## src/rtl/ibex_multdiv_iter.sv

```systemverilog
`default_nettype none
// ---------------------------------------------------------------------------
// ibex_multdiv_iter
// Iterative multiply/divide unit: slice-based multiplier (MUL_W bits of B per
// cycle) and radix-2 restoring divider, with private adder and request
// handshake. Optional quotient/remainder cache: IBEX_MULTDIV_DIV_CACHE_EN.
// Revision: 1.0
// ---------------------------------------------------------------------------
module ibex_multdiv_iter #(
  parameter int WIDTH = 32,
  parameter int MUL_W = 16
) (
  input  logic             clk_i,
  input  logic             rst_ni,
  input  logic             req_i,
  output logic             ready_o,
  input  logic [1:0]       operator_i,
  input  logic [1:0]       signed_mode_i,
  input  logic [WIDTH-1:0] op_a_i,
  input  logic [WIDTH-1:0] op_b_i,
  input  logic             kill_i,
  output logic [WIDTH-1:0] result_o,
  output logic             valid_o,
  output logic             busy_o
);

  localparam int N  = WIDTH / MUL_W;
  localparam int CW = $clog2(WIDTH + 1);

  localparam logic [1:0] OP_MUL  = 2'd0;
  localparam logic [1:0] OP_MULH = 2'd1;
  localparam logic [1:0] OP_DIV  = 2'd2;
  localparam logic [1:0] OP_REM  = 2'd3;

  typedef enum logic [2:0] {
    IDLE = 3'd0, ABS = 3'd1, MUL = 3'd2, DIV = 3'd3, FIX = 3'd4, DONE = 3'd5
  } state_t;

  state_t             state;
  logic [1:0]         op;
  logic               sign_a, sign_b;
  logic [WIDTH-1:0]   a_q, b_q;
  logic [2*WIDTH-1:0] acc;
  logic [CW-1:0]      cnt;

  logic [WIDTH-1:0]   abs_a, abs_b;
  logic [MUL_W-1:0]   slice;
  logic [2*WIDTH-1:0] partial;
  logic [WIDTH:0]     trial;
  logic [WIDTH:0]     diff;
  logic [2*WIDTH-1:0] div_next;
  logic [2*WIDTH-1:0] prod_fix;
  logic [WIDTH-1:0]   quo_fix, rem_fix, fix_result;

`ifdef IBEX_MULTDIV_DIV_CACHE_EN
  logic               cache_valid, hit_q;
  logic [WIDTH-1:0]   c_a, c_b, c_q, c_r, raw_a, raw_b;
  logic [1:0]         c_mode, mode_q;
`endif

  // Datapath: absolute values, multiply partial product, divide step, sign fix
  always_comb begin
    abs_a    = sign_a ? (~a_q + 1'b1) : a_q;
    abs_b    = sign_b ? (~b_q + 1'b1) : b_q;
    slice    = MUL_W'(b_q >> (int'(cnt) * MUL_W));
    partial  = ({{WIDTH{1'b0}}, a_q} * {{(2*WIDTH-MUL_W){1'b0}}, slice})
               << (int'(cnt) * MUL_W);
    trial    = acc[2*WIDTH-1:WIDTH-1];
    diff     = trial - {1'b0, b_q};
    div_next = (trial >= {1'b0, b_q}) ? {diff[WIDTH-1:0], acc[WIDTH-2:0], 1'b1}
                                      : {acc[2*WIDTH-2:0], 1'b0};
    prod_fix = (sign_a ^ sign_b) ? (~acc + 1'b1) : acc;
    quo_fix  = (sign_a ^ sign_b) ? (~acc[WIDTH-1:0] + 1'b1) : acc[WIDTH-1:0];
    rem_fix  = sign_a ? (~acc[2*WIDTH-1:WIDTH] + 1'b1) : acc[2*WIDTH-1:WIDTH];
    case (op)
      OP_MUL:  fix_result = prod_fix[WIDTH-1:0];
      OP_MULH: fix_result = prod_fix[2*WIDTH-1:WIDTH];
      OP_DIV:  fix_result = quo_fix;
      default: fix_result = rem_fix;
    endcase
  end

  // Control FSM with registered handshake outputs and result
  always_ff @(posedge clk_i or negedge rst_ni) begin
    if (!rst_ni) begin
      state    <= IDLE;
      op       <= OP_MUL;
      sign_a   <= 1'b0;
      sign_b   <= 1'b0;
      a_q      <= '0;
      b_q      <= '0;
      acc      <= '0;
      cnt      <= '0;
      ready_o  <= 1'b1;
      valid_o  <= 1'b0;
      busy_o   <= 1'b0;
      result_o <= '0;
`ifdef IBEX_MULTDIV_DIV_CACHE_EN
      cache_valid <= 1'b0;
      hit_q    <= 1'b0;
      c_a      <= '0;
      c_b      <= '0;
      c_q      <= '0;
      c_r      <= '0;
      c_mode   <= '0;
      raw_a    <= '0;
      raw_b    <= '0;
      mode_q   <= '0;
`endif
    end else if (kill_i && state != IDLE) begin
      // Abort: drop partial results, no completion pulse
      state   <= IDLE;
      ready_o <= 1'b1;
      valid_o <= 1'b0;
      busy_o  <= 1'b0;
`ifdef IBEX_MULTDIV_DIV_CACHE_EN
      if (op[1]) cache_valid <= 1'b0;
`endif
    end else begin
      case (state)
        IDLE: begin
          if (req_i && !kill_i) begin
            state   <= ABS;
            op      <= operator_i;
            a_q     <= op_a_i;
            b_q     <= op_b_i;
            sign_a  <= op_a_i[WIDTH-1] & signed_mode_i[0];
            sign_b  <= op_b_i[WIDTH-1] & signed_mode_i[1];
            ready_o <= 1'b0;
            busy_o  <= 1'b1;
`ifdef IBEX_MULTDIV_DIV_CACHE_EN
            raw_a   <= op_a_i;
            raw_b   <= op_b_i;
            mode_q  <= signed_mode_i;
            hit_q   <= cache_valid && operator_i[1] && (op_a_i == c_a) &&
                       (op_b_i == c_b) && (signed_mode_i == c_mode);
`endif
          end
        end
        ABS: begin
          a_q <= abs_a;
          b_q <= abs_b;
          cnt <= '0;
          // Divider keeps {remainder, numerator/quotient} in the accumulator
          acc <= op[1] ? {{WIDTH{1'b0}}, abs_a} : '0;
`ifdef IBEX_MULTDIV_DIV_CACHE_EN
          if (hit_q) begin
            state    <= DONE;
            valid_o  <= 1'b1;
            result_o <= op[0] ? c_r : c_q;
          end else
`endif
          if (op[1] && b_q == '0) begin
            state    <= DONE;
            valid_o  <= 1'b1;
            result_o <= op[0] ? a_q : {WIDTH{1'b1}};
`ifdef IBEX_MULTDIV_DIV_CACHE_EN
            cache_valid <= 1'b1;
            c_a    <= raw_a;
            c_b    <= raw_b;
            c_mode <= mode_q;
            c_q    <= {WIDTH{1'b1}};
            c_r    <= a_q;
`endif
          end else begin
            state <= op[1] ? DIV : MUL;
          end
        end
        MUL: begin
          acc <= acc + partial;
          cnt <= cnt + 1'b1;
          if (cnt == CW'(N - 1)) state <= FIX;
        end
        DIV: begin
          acc <= div_next;
          cnt <= cnt + 1'b1;
          if (cnt == CW'(WIDTH - 1)) state <= FIX;
        end
        FIX: begin
          state    <= DONE;
          valid_o  <= 1'b1;
          result_o <= fix_result;
`ifdef IBEX_MULTDIV_DIV_CACHE_EN
          if (op[1]) begin
            cache_valid <= 1'b1;
            c_a    <= raw_a;
            c_b    <= raw_b;
            c_mode <= mode_q;
            c_q    <= quo_fix;
            c_r    <= rem_fix;
          end
`endif
        end
        DONE: begin
          state   <= IDLE;
          valid_o <= 1'b0;
          ready_o <= 1'b1;
          busy_o  <= 1'b0;
        end
        default: begin
          state   <= IDLE;
          ready_o <= 1'b1;
          valid_o <= 1'b0;
          busy_o  <= 1'b0;
        end
      endcase
    end
  end

endmodule
`default_nettype wire

```

## config.mk

```make
export PLATFORM = sky130hd
export DESIGN_NAME = ibex_multdiv_iter
export DESIGN_NICKNAME = d
export VERILOG_FILES = /design/src/rtl/ibex_multdiv_iter.sv
export SDC_FILE = /design/constraint.sdc
export NUM_CORES = 2
export LEC_CHECK = 0
export BUFFER_PORTS_ARGS = -buffer_cell sky130_fd_sc_hd__clkbuf_2
export CAP_MARGIN = 20
export CORE_ASPECT_RATIO = 2
export CORE_UTILIZATION = 65
export CTS_BUF_LIST = sky130_fd_sc_hd__clkbuf_4
export DETAILED_ROUTE_END_ITERATION = 12
export PLACE_DENSITY = 0.8
export SLEW_MARGIN = 40
export SYNTH_ARGS = -nofsm -noshare
export SYNTH_HDL_FRONTEND = slang
export SYNTH_SLANG_ARGS = --single-unit
```

## constraint.sdc

```tcl
create_clock -name clk_i -period 25.2 [get_ports clk_i]
set_input_delay 7.56 -clock clk_i [delete_from_list [all_inputs] [get_ports clk_i]]
set_output_delay 7.56 -clock clk_i [all_outputs]
set_load 0.05 [all_outputs]
```

==> key figures, run 1 <==
Clock network
  • H-tree Lvls: 4
  • Clock Root Buffer: clkbuf_4
  • Maximum clock path buffer count: 3
  • Hold bufs inserted after CTS: 0
  • Quantity of gates resized following cts: 0
  • Cts bufs inserted: 25
  • Post-CTS Setup Inserts: 0
  • Num Clock Sinks: 176

Placement
  • Last weighted congestion value of the routability-driven placer: 1.11
  • Total half-perimeter wirelength after legalization and detailed placement: 112,000 um
  • PortBufs: 106

Synth
  • Share of the yosys chip area belonging to registers: 12.8%
  • Count of synthesis-stage warnings from yosys: 0
  • EDFF count, synth: 0
  • Synth unique cells: 86
  • Largest cells by area after synthesis: fa_1 24%, dfrtp_1 13%, ha_1 8.0%, nand2_1 6.5%, inv_1 5.9%
  • Yosys reg bits: 176
  • Asr flop ratio synth: 100%
  • Syn_nets: 5,070
  • Post-Synthesis Cell Area: 34,500 um^2
  • Post-synthesis area per instance: 7.91 um^2
  • Cell taking the most area after synthesis: fa_1
  • Area share of the leading cell type in the synthesized netlist: 24.4%
  • Most used DFF post-synth: dfrtp_1
  • Gate count of the mapped netlist: 4,357

Die
  • DIE WIDTH: 165 um
  • Chip height: 328 um
  • Number of rows created at floorplan: 119
  • Starting density of the core: 65.6%
  • IO Count: 107

Global route
  • Total gr overflow: 3
  • Largest net degree at the start of global routing: 81
  • Via count of the first global-routing pass: 37,300
  • Overall Global Routing Usage: 57.6%
  • Global-route wire length before repair: 228,000 um

Outcome
  • Status: stopped before the end
  • Last stage: 5_1_grt
  • Error that stopped the run: [ERROR GRT-0116] Global routing finished with congestion. Check the congestion regions in the DRC Viewer.
[cells in the mapped netlist, drive strengths merged (91+ instances only)]
| master | n |
|---|---|
| nand2 | 598 |
| inv | 542 |
| fa | 420 |
| a21oi | 268 |
| clkbuf | 261 |
| o21ai | 261 |
| nor2 | 250 |
| ha | 221 |
| and2 | 203 |
| dfrtp | 175 |
| xnor2 | 131 |
| nor3 | 101 |
| xor2 | 101 |
| a21o | 91 |
[through the flow]
| step | util, % | cell area [um^2] | worst slack [ns] | cells |
|---|---|---|---|---|
| 4_1_cts | 68.2 | 35800 | 13.19 | 4961 |
| 3_3_place_gp | 67.5 | 35500 | 13.50 | 4929 |
| 2_1_floorplan | - | 34500 | 15.05 | 4357 |
| 3_5_place_dp | 67.6 | 35500 | 13.29 | 4929 |
[cells by family after synthesis]
group,count (synthesis),share of synthesized area (%)
AOI/OAI and AO/OA,1009,18.7
and+or+nand+nor,1415,19.5
adders and majority gates,641,32.4
buffers and inverters,829,9.10
muxes,55,1.60
xor gates and xnor gates,232,5.89
DFF,176,12.8
[routing by layer]
layer	global-route usage [%]	GRT overflow
met1	56.0	0
met4	63.1	0
met5	1.58	0
met3	22.8	0
met2	87.6	3
==> inputs of run 2 (changes only) <==
Settings changed: CORE_ASPECT_RATIO 2 to unset, CORE_UTILIZATION 65 to 40, CTS_BUF_LIST sky130_fd_sc_hd__clkbuf_4 to unset, PLACE_DENSITY 0.8 to unset, PLACE_DENSITY_LB_ADDON set to 0.15.
==> run 2 against run 1 <==
Effect of this change:
- the flow now finishes without violations
- synthesized cell count did not move
- area after synthesis did not move
==> key figures, run 2 <==
Outcome
  • Status: finished, final reports clean (was stopped before the end)

Timing
  • Final Max Tran Viols: 0
  • Count of final setup violators: 0
  • Achievable clock frequency: 83.3 MHz
  • Unrepaired setup endpoints after global routing: no
  • Slack of the critical path: 13.20 ns
  • Endpoints failing hold: 0
  • Least-Margin Pin Slew: 0.917 ns
  • Share of the clock period used by the worst path: 47.6%
  • Post-Route Skew: 0.0130 ns
  • Max_slew headroom: 37.1%
  • Minimum period implied by the final worst setup slack: 12.00 ns
  • Total Negative Setup Slacks: 0 ns

Global route
  • Via count of the first global-routing pass: 30,800
  • Overall Global Routing Usage: 30.6%
  • Total gr overflow: 0
  • Met1 Use GR: 44.1%
  • Most Crowded Layer GR: met2
  • Global-route wire length before repair: 200,000 um
  • Number of antenna violations at the first check in global routing: 2
  • Largest net degree at the start of global routing: 67
  • GR Util met2: 46.5%
  • Met3 Resource Use GR: 4.35%

Detailed routing
  • Post-detailed-route DRC marker count: 0
  • First-iteration detailed-routing DRC count: 3,019
  • Via count: 32,100
  • Detailed-route wire length: 133,000 um
  • Routed via count divided by cell count: 5.90
  • Antenna Violating Nets Remaining: 0
  • Routed wire length per instance: 24.4 um
  • 1st-pass router iterations: 9

Clock network
  • Num Clock Sinks: 176 (unchanged)
  • Clock-pin slew on the worst setup and hold paths: 0.08 ns
  • Quantity of gates resized following cts: 0 (unchanged)
  • Hold bufs inserted after CTS: 0 (unchanged)
  • Clock tree from TritonCTS: yes
  • H-tree Lvls: 4 (unchanged)
  • Cts bufs inserted: 17 (was 25)
  • Worst skew pair latency: 0.49 ns
  • Clock Root Buffer: clkbuf_16 (was clkbuf_4)
  • Maximum clock path buffer count: 2 (was 3)
  • Post-CTS Setup Inserts: 0 (unchanged)

Die
  • Chip height: 296 um (was 328 um)
  • Placeable core area: 85,300 um^2
  • Die area: 87,400 um^2
  • Starting density of the core: 40.4% (was 65.6%)
  • DIE WIDTH: 296 um (was 165 um)
  • Number of rows created at floorplan: 107 (was 119)
  • IO Count: 107 (unchanged)

Cells and area
  • Leading cell types in the layout, fill and taps excluded: 595 x nand2_1, 542 x inv_1, 420 x fa_1, 267 x a21oi_1, 241 x o21ai_0
  • Layout area overhead: 6.91%
  • Number of flip-flops in the largest register: 64
  • Number of nets in the final layout: 4,994
  • Register bank with the most flops: acc
  • # diodes: 0
  • Share of post-route cells with drive strength above 1: 7.38%
  • Commonest non-fill, non-tap cell in the layout: nand2_1

Worst setup path
  • Cell with the largest stage delay on the worst path: or3_1
  • Biggest fanout along the worst timing path: 45
  • Data arrival time at the worst-slack endpoint: 12.42 ns
  • Delay of the slowest cell on the worst path: 0.61 ns
  • Library cell appearing most often on the critical path: fa_1
  • Nature of the critical path endpoint: register
  • Startpoint type of the worst setup path: register
  • Required time reported for the critical path endpoint: 25.62 ns
  • Critical path type: reg2reg
  • Reg-to-reg setup timing slack: 13.20 ns

Synth
  • Post-Synthesis Cell Area: 34,500 um^2 (unchanged)
  • Post-synthesis area per instance: 7.91 um^2 (unchanged)
  • EDFF count, synth: 0 (unchanged)
  • Most used standard cell by instance count after synthesis: nand2_1 (unchanged)
  • Cell taking the most area after synthesis: fa_1 (unchanged)
  • Ranking of synthesized cells by instance count: 597 x nand2_1, 542 x inv_1, 420 x fa_1 (unchanged)
  • Syn_nets: 5,070 (unchanged)
  • Most used DFF post-synth: dfrtp_1 (unchanged)
  • Gate count of the mapped netlist: 4,357 (unchanged)
  • Yosys reg bits: 176 (unchanged)
  • Count of synthesis-stage warnings from yosys: 0 (unchanged)
  • Area share of the leading cell type in the synthesized netlist: 24.4% (unchanged)
  • Largest cells by area after synthesis: fa_1 24%, dfrtp_1 13%, ha_1 8.0%, nand2_1 6.5%, inv_1 5.9% (unchanged)
  • Share of the yosys chip area belonging to registers: 12.8% (unchanged)
  • Asr flop ratio synth: 100% (unchanged)
  • Synth unique cells: 86 (unchanged)

Placement
  • Post-place setup slack: 13.31 ns (was 13.29 ns)
  • Total half-perimeter wirelength after legalization and detailed placement: 104,000 um (was 112,000 um)
  • PortBufs: 106 (unchanged)
  • Last weighted congestion value of the routability-driven placer: 1.00 (was 1.11)

Hold path
  • Worst hold-check path type: reg2reg

Flow run
  • Total of max-cap violations: 0
## run 2: cell counts after synthesis
No cell type changed its count.
## run 2: layout make-up
class	instances	area [um^2]
sequential	176	4410
fill	8811	48400
inverter	545	2050
timing repair buffer	189	1250
tap	1144	1430
multi-input combinational	3352	27100
clock inverter	13	146
clock buffer	19	443
## run 2: path summary, 6_finish.rpt
check / start / end / depth (start not counted)
min in group asynchronous: rst_ni / acc[62]$_DFFE_PN0P_ / 1
worst max register to register: cnt[4]$_DFFE_PN0P_ / acc[57]$_DFFE_PN0P_ / 39
max in group asynchronous: rst_ni / a_q[6]$_DFFE_PN0P_ / 2
worst max-delay path: cnt[4]$_DFFE_PN0P_ / acc[57]$_DFFE_PN0P_ / 39
worst min register to register: result_o[21]$_DFFE_PN0P_ / result_o[21]$_DFFE_PN0P_ / 2
worst min-delay path: result_o[21]$_DFFE_PN0P_ / result_o[21]$_DFFE_PN0P_ / 2
## run 2: logic make-up (layout without fill, tap and decap cells)
group                    count (synthesis)  count (layout)  synth area share, %
buffers and inverters                  829             766                 9.10
AO/OA/AOI/OAI                         1009            1009                 18.7
adder cells (fa/ha/maj)                641             641                 32.4
XOR/XNOR                               232             232                 5.89
multiplexers                            55              55                 1.60
flip-flops                             176             176                 12.8
AND/OR/NAND/NOR                       1415            1415                 19.5
## run 2: layer usage
metal | vias up | wire length (um)
met5 | - | 17
met4 | 2 | 5080
met3 | 206 | 9740
met2 | 1329 | 58000
met1 | 16100 | 59900
li1 | 14400 | -
## run 2: metrics by stage
| step | hold WS (ns) | instances | util, % | area (um^2) |
|---|---|---|---|---|
| 2_1_floorplan | 0.497 | 4357 | - | 34500 |
| 3_3_place_gp | 0.459 | 5401 | 42.3 | 36100 |
| 3_5_place_dp | 0.473 | 5401 | 42.4 | 36100 |
| 4_1_cts | 0.490 | 5433 | 43.1 | 36700 |
| 5_1_grt | 0.516 | 5438 | 43.2 | 36900 |
| 6_report | 0.482 | 5438 | 43.2 | 36900 |
## run 2: critical path, delay by kind of cell, from the launching register on
kind / cells / cell delay (ns)
xor+xnor: 2 / 0.59
simple gates: 10 / 2.91
compound gates: 13 / 3.27
buf+inv: 6 / 0.94
flops: 1 / 0.43
fa+ha+maj: 8 / 3.72
Power of run 2 is not shown: default switching activity piles up to over one toggle a cycle in this logic, so the estimate is an artifact.
